**config.mk**
```make
export PLATFORM = sky130hd
export DESIGN_NAME = evb_timer
export DESIGN_NICKNAME = d
export VERILOG_FILES = /design/src/rtl/evb_timer.sv
export SDC_FILE = /design/constraint.sdc
export NUM_CORES = 1
export LEC_CHECK = 0
export BUFFER_PORTS_ARGS = -buffer_cell sky130_fd_sc_hd__clkbuf_2
export CORE_MARGIN = 2
export CORE_UTILIZATION = 64
export DETAILED_ROUTE_END_ITERATION = 10
export PLACE_DENSITY = 0.87
export SLEW_MARGIN = 10
export SYNTH_ARGS = -nofsm -noshare
export SYNTH_HDL_FRONTEND = slang
export SYNTH_SLANG_ARGS = --single-unit
```
**constraint.sdc**
```tcl
create_clock -name clk -period 9.7 [get_ports clk]
set_clock_uncertainty 0.15 [all_clocks]
set_input_delay 1.455 -clock clk [delete_from_list [all_inputs] [get_ports clk]]
set_output_delay 1.455 -clock clk [all_outputs]
set_load 0.01 [all_outputs]
```
**src/rtl/evb_timer.sv**
```systemverilog
// ev-bus timer: prescaled 32-bit down-counter with reload, sticky pending flag and level irq.
// One command is served per request; the FSM waits for request to drop before re-arming.
module evb_timer #(
  parameter logic [11:0] DEV_ID     = 12'h001,
  parameter int          PRESCALE_W = 16
) (
  input  logic        clk,
  input  logic        rst,
  input  logic        evb_cmd_request,
  input  logic [15:0] evb_cmd_addr,
  input  logic [1:0]  evb_cmd_wr_mask,
  input  logic [31:0] evb_cmd_wr_data,
  output logic        evb_cmd_finish,
  output logic [31:0] evb_cmd_rd_data,
  output logic        irq
);

  typedef enum logic [1:0] {IDLE, RESP, DROP} state_t;

  state_t                state, state_nx;
  logic                  en, auto_rl, ie, pending;
  logic [31:0]           count, reload, rd_q, rd_mux, prescale_wr;
  logic [PRESCALE_W-1:0] prescale, psc_cnt;
  logic                  accept, wr, tick, w1c;
  logic [3:0]            sub;

  function automatic logic [31:0] merge_halves(input logic [31:0] old, input logic [31:0] d,
                                               input logic [1:0] m);
    logic [31:0] r;
    r = old;
    if (m[0]) r[15:0]  = d[15:0];
    if (m[1]) r[31:16] = d[31:16];
    return r;
  endfunction

  assign sub         = evb_cmd_addr[3:0];
  assign accept      = (state == IDLE) && evb_cmd_request && (evb_cmd_addr[15:4] == DEV_ID);
  assign wr          = accept && (evb_cmd_wr_mask != 2'b00);
  assign tick        = en && (psc_cnt == prescale);
  assign w1c         = wr && (sub == 4'd3) && evb_cmd_wr_mask[0] && evb_cmd_wr_data[0];
  assign prescale_wr = merge_halves({{(32-PRESCALE_W){1'b0}}, prescale}, evb_cmd_wr_data,
                                    evb_cmd_wr_mask);

  always_comb begin
    rd_mux = '0;
    case (sub)
      4'd0:    rd_mux = {29'd0, ie, auto_rl, en};
      4'd1:    rd_mux = count;
      4'd2:    rd_mux = reload;
      4'd3:    rd_mux = {31'd0, pending};
      4'd4:    rd_mux = {{(32-PRESCALE_W){1'b0}}, prescale};
      default: rd_mux = '0;
    endcase
  end

  always_ff @(posedge clk or posedge rst) begin
    if (rst) state <= IDLE;
    else     state <= state_nx;
  end

  always_comb begin
    state_nx = state;
    case (state)
      IDLE:    if (accept) state_nx = RESP;
      RESP:    state_nx = DROP;
      DROP:    if (!evb_cmd_request) state_nx = IDLE;
      default: state_nx = IDLE;
    endcase
  end

  // Finish is decoded from state so an async reset drops it immediately.
  assign evb_cmd_finish  = (state == RESP);
  assign evb_cmd_rd_data = evb_cmd_finish ? rd_q : 32'd0;

  always_ff @(posedge clk or posedge rst) begin
    if (rst) begin
      rd_q     <= '0;
      en       <= 1'b0;
      auto_rl  <= 1'b0;
      ie       <= 1'b0;
      pending  <= 1'b0;
      count    <= '0;
      reload   <= '0;
      prescale <= '0;
      psc_cnt  <= '0;
      irq      <= 1'b0;
    end else begin
      if (accept) rd_q <= rd_mux;

      if (!en || tick) psc_cnt <= '0;
      else             psc_cnt <= psc_cnt + 1'b1;

      // Clear precedes the tick block so a same-edge expiry keeps PENDING set.
      if (w1c) pending <= 1'b0;

      if (tick) begin
        if (count != 32'd0) begin
          count <= count - 32'd1;
        end else begin
          pending <= 1'b1;
          if (auto_rl) count <= reload;
          else         en    <= 1'b0;
        end
      end

      // Bus writes come last so they override tick updates on the same edge;
      // unwritten COUNT halves keep their pre-tick value.
      if (wr) begin
        case (sub)
          4'd0: if (evb_cmd_wr_mask[0]) {ie, auto_rl, en} <= evb_cmd_wr_data[2:0];
          4'd1: count    <= merge_halves(count, evb_cmd_wr_data, evb_cmd_wr_mask);
          4'd2: reload   <= merge_halves(reload, evb_cmd_wr_data, evb_cmd_wr_mask);
          4'd4: prescale <= prescale_wr[PRESCALE_W-1:0];
          default: ;
        endcase
      end

      irq <= pending & ie;
    end
  end

endmodule

```
==> summary.md <==
| Metric | Value |
|---|---|
| Status | `completed` |
| Clk sinks | `135` |
| Layout cells sized above 1 | `25.0%` |
| Synth Flop Type | `dfrtp_1` |
| DRC viols | `0` |
| DR vias/cell | `6.86` |
| Switching Share | `29.8%` |
| Final Hold Fails | `0` |
| Power share of the sequential group | `44.1%` |
| Pint | `0.00106 W` |
| Rel. slew slack | `21.6%` |
| Arrival time worst endpoint | `3.92 ns` |
| Most common cell after layout, fill and taps aside | `dfrtp_1` |
| Mapped Nets | `827` |
| CTS clk-pin slew, worst paths | `0.06 ns` |
| Number of synthesized flops with an enable pin | `0` |
| Core region area | `11500 µm²` |
| Clock share of power | `41.3%` |
| Final core utilization | `74.7%` |
| Netlist cell types | `68` |
| Antenna diodes | `0` |
| H-tree Lvls | `4` |
| CTS max path bufs | `2` |
| Combinational power share | `14.6%` |
| Worst-margin pin slew | `1.18 ns` |
| PwrDens | `176 nW/µm²` |
| WS Path Type | `in -> reg` |
| Mapped Area | `7570 µm²` |
| # resized after CTS | `0` |
| Syn avg cell area | `9.82 µm²` |
| Async SR Flop Fraction | `100%` |
| Dpl cells | `951` |
| Most used cell, CP | `a211oi_1` |
| RSZ-0062 raised after global routing | `no` |
| Register area share after synthesis | `44.6%` |
| Root Buffer | `clkbuf_16` |
| Non-filler cells, final | `983` |
| Die Ht | `113 µm` |
| Max-cap viol count | `0` |
| # hold bufs at CTS | `0` |
| Port Buf Inserts | `86` |
| Die Footprint | `12700 µm²` |
| Syn. warnings | `0` |
| Total Wirelength | `21400 µm` |
| Total CTS buffers | `17` |
| Post-DR wirelength/cell | `21.8 µm` |
| Crit path cell chain | `clkbuf_2 -> nor4b_2 -> buf_4 -> o211ai_1 -> and3_2 -> a211oi_1 -> a211oi_1` |
| Post-route ant nets | `0` |
| Min Tclk post-route | `3.81 ns` |
| Leak pwr | `3.79 nW` |
| FMAX | `0.263 GHz` |
| First-pass GRT wire length | `35200 µm` |
| Starting Density | `66.0%` |
| DR pass1 iterations | `6` |
| Clock latency on the worst-skew pair | `0.43 ns` |
| Most frequent cells in the layout | `135 x dfrtp_1, 86 x clkbuf_2, 60 x nand2_1` |
| Total track usage | `35.4%` |
| Final instance area | `8570 µm²` |
| Fin Setup TNS | `0 ns` |
| Post-CTS Setup Bufs | `0` |
| CP required | `9.81 ns` |
| Seq cells post-synth | `135` |
| Final setup violation count | `0` |
| Fillers | `804` |
| Vias in the first global route | `7029` |
| Grt ovf | `0` |
| Critical Path Max Stage Delay | `0.58 ns` |
| Post-synthesis cell count | `771` |
| GPL Wtd Cong | `0.948` |
| Initial antenna violation count | `0` |
| 1st-iter DRT viols | `839` |
| Buf/Inv on CP | `2` |
| Crit end category | `flip-flop` |
| Area of the multi-input gates | `3920 µm²` |
| Final period utilization | `39.3%` |
| CTS tree | `built` |
| Layout area overhead | `13.1%` |
| Routed vias | `6744` |
| Post-DP HPWL | `14500 µm` |
| CP max stage cell | `and3_2` |
| Placement Rows | `39` |
| FF/Latch Area | `3380 µm²` |
| CP Max Fanout | `38` |
| Hold Path Class | `reg -> reg` |
| Num ports | `87` |
| Final nets | `883` |
| Peak VDD IR | `0.175 mV` |
| Power Total | `0.00151 W` |
| Sw Pwr | `0.000449 W` |
| Final Max Slew Viols | `0` |
| Die Wd | `113 µm` |
| Largest net degree at the start of global routing | `80` |
| Delay-heaviest family, CP | `simple AND/OR/NAND/NOR gates` |
| Startpoint Class | `input port` |
| Placed inst area | `8000 µm²` |
-- metrics by stage --
step / setup slack [ns] / hold slack (ns)
global route: 5.79 / 0.352
global placement: 5.46 / 0.303
detailed placement: 5.33 / 0.312
CTS: 5.73 / 0.325
finish: 5.89 / 0.320
floorplan: 4.48 / 0.292
-- layer usage --
metal | part of all wire, % | wire length (µm) | GRT usage (%) | up-vias
met5 | 0 | 0 | 0 | -
met4 | 3.4 | 719 | 18.1 | 0
met3 | 8.4 | 1800 | 8.36 | 67
met2 | 50 | 10600 | 57.8 | 398
met1 | 39 | 8270 | 44.3 | 3277
li1 | - | - | - | 3002
-- synth_stat cells (3+ instances only) --
cell type	n	area [µm²]
dfrtp_1	135	3380
nand2_1	60	225
mux2_2	54	608
o21ai_0	49	245
nor2_1	46	173
clkbuf_1	43	161
and2_1	38	238
a21oi_1	27	135
nand3_1	24	120
xnor2_1	24	210
o211ai_1	17	128
a222oi_1	16	160
a22oi_1	16	120
nor3_1	16	80.1
nor4_1	16	100
and3_1	12	75.1
inv_1	12	45.0
nand4_1	12	75.1
or3_1	11	68.8
a211oi_1	9	67.6
a31oi_1	9	56.3
o22ai_1	9	56.3
or4_1	9	67.6
a2bb2oi_1	6	52.6
buf_2	6	30.0
mux2i_1	6	60.1
nor4b_1	5	43.8
o221a_2	5	56.3
xor2_1	5	43.8
a211o_1	4	35.0
a211oi_2	4	50.1
and4_1	4	35.0
nand2b_1	4	25.0
or2_2	4	25.0
buf_6	3	33.8
ha_1	3	37.5
nor3b_1	3	22.5
o21ai_1	3	15.0
o21bai_1	3	22.5
-- layout make-up --
class,instances,share of cell area [%]
Clock buffer,19,5.05
Clock inverter,13,1.55
Inverter,12,0.555
Multi-Input combinational cell,569,45.8
Sequential cell,135,39.4
Tap cell,143,2.09
Timing Repair Buffer,92,5.55
-- kinds of logic (layout without fill, tap and decap cells) --
family / count (synthesis) / after routing / synth area share, %
and+or+nand+nor: 285 / 285 / 21.3
xor gates and xnor gates: 29 / 29 / 3.35
muxes: 60 / 60 / 8.82
buffers and inverters: 67 / 136 / 3.82
adders and majority gates: 3 / 3 / 0.496
DFF: 135 / 135 / 44.6
AOI/OAI and AO/OA: 192 / 192 / 17.6
-- final timing paths --
path	from	endpoint	slack, ns	cells past startpoint
worst max-delay path	evb_cmd_addr[1]	count[16]$_DFFE_PP0P_	5.89	7
worst min-delay path	rd_q[28]$_DFFE_PP0P_	rd_q[28]$_DFFE_PP0P_	0.32	2
worst max register to register	prescale[2]$_DFFE_PP0P_	count[20]$_DFFE_PP0P_	6.11	6
worst min register to register	rd_q[28]$_DFFE_PP0P_	rd_q[28]$_DFFE_PP0P_	0.32	2
max in group asynchronous	rst	rd_q[18]$_DFFE_PP0P_	6.96	3
min in group asynchronous	rst	rd_q[6]$_DFFE_PP0P_	0.96	2
-- registers in the layout, indices dropped and copies added, names as in the netlist --
signal,count
auto_rl,1
count,32
en,1
ie,1
irq,1
pending,1
prescale,16
psc_cnt,16
rd_q,32
reload,32
state,2
-- tightest hold or removal path: stages, from the launching register on --
cell	delay, ns
dfrtp_1	0.33
nand2_1	0.05
o21ai_0	0.06
-- power by group through the flow --
stage	clock (W)	sequential [W]	combinational [W]
global route	0.000650	0.000670	0.000244
global placement	0	0.000668	0.000206
finish	0.000623	0.000665	0.000220
detailed placement	0	0.000671	0.000215
CTS	0.000624	0.000662	0.000218
floorplan	0	0.000636	0.000181
Power figures use the tool's default switching activity.
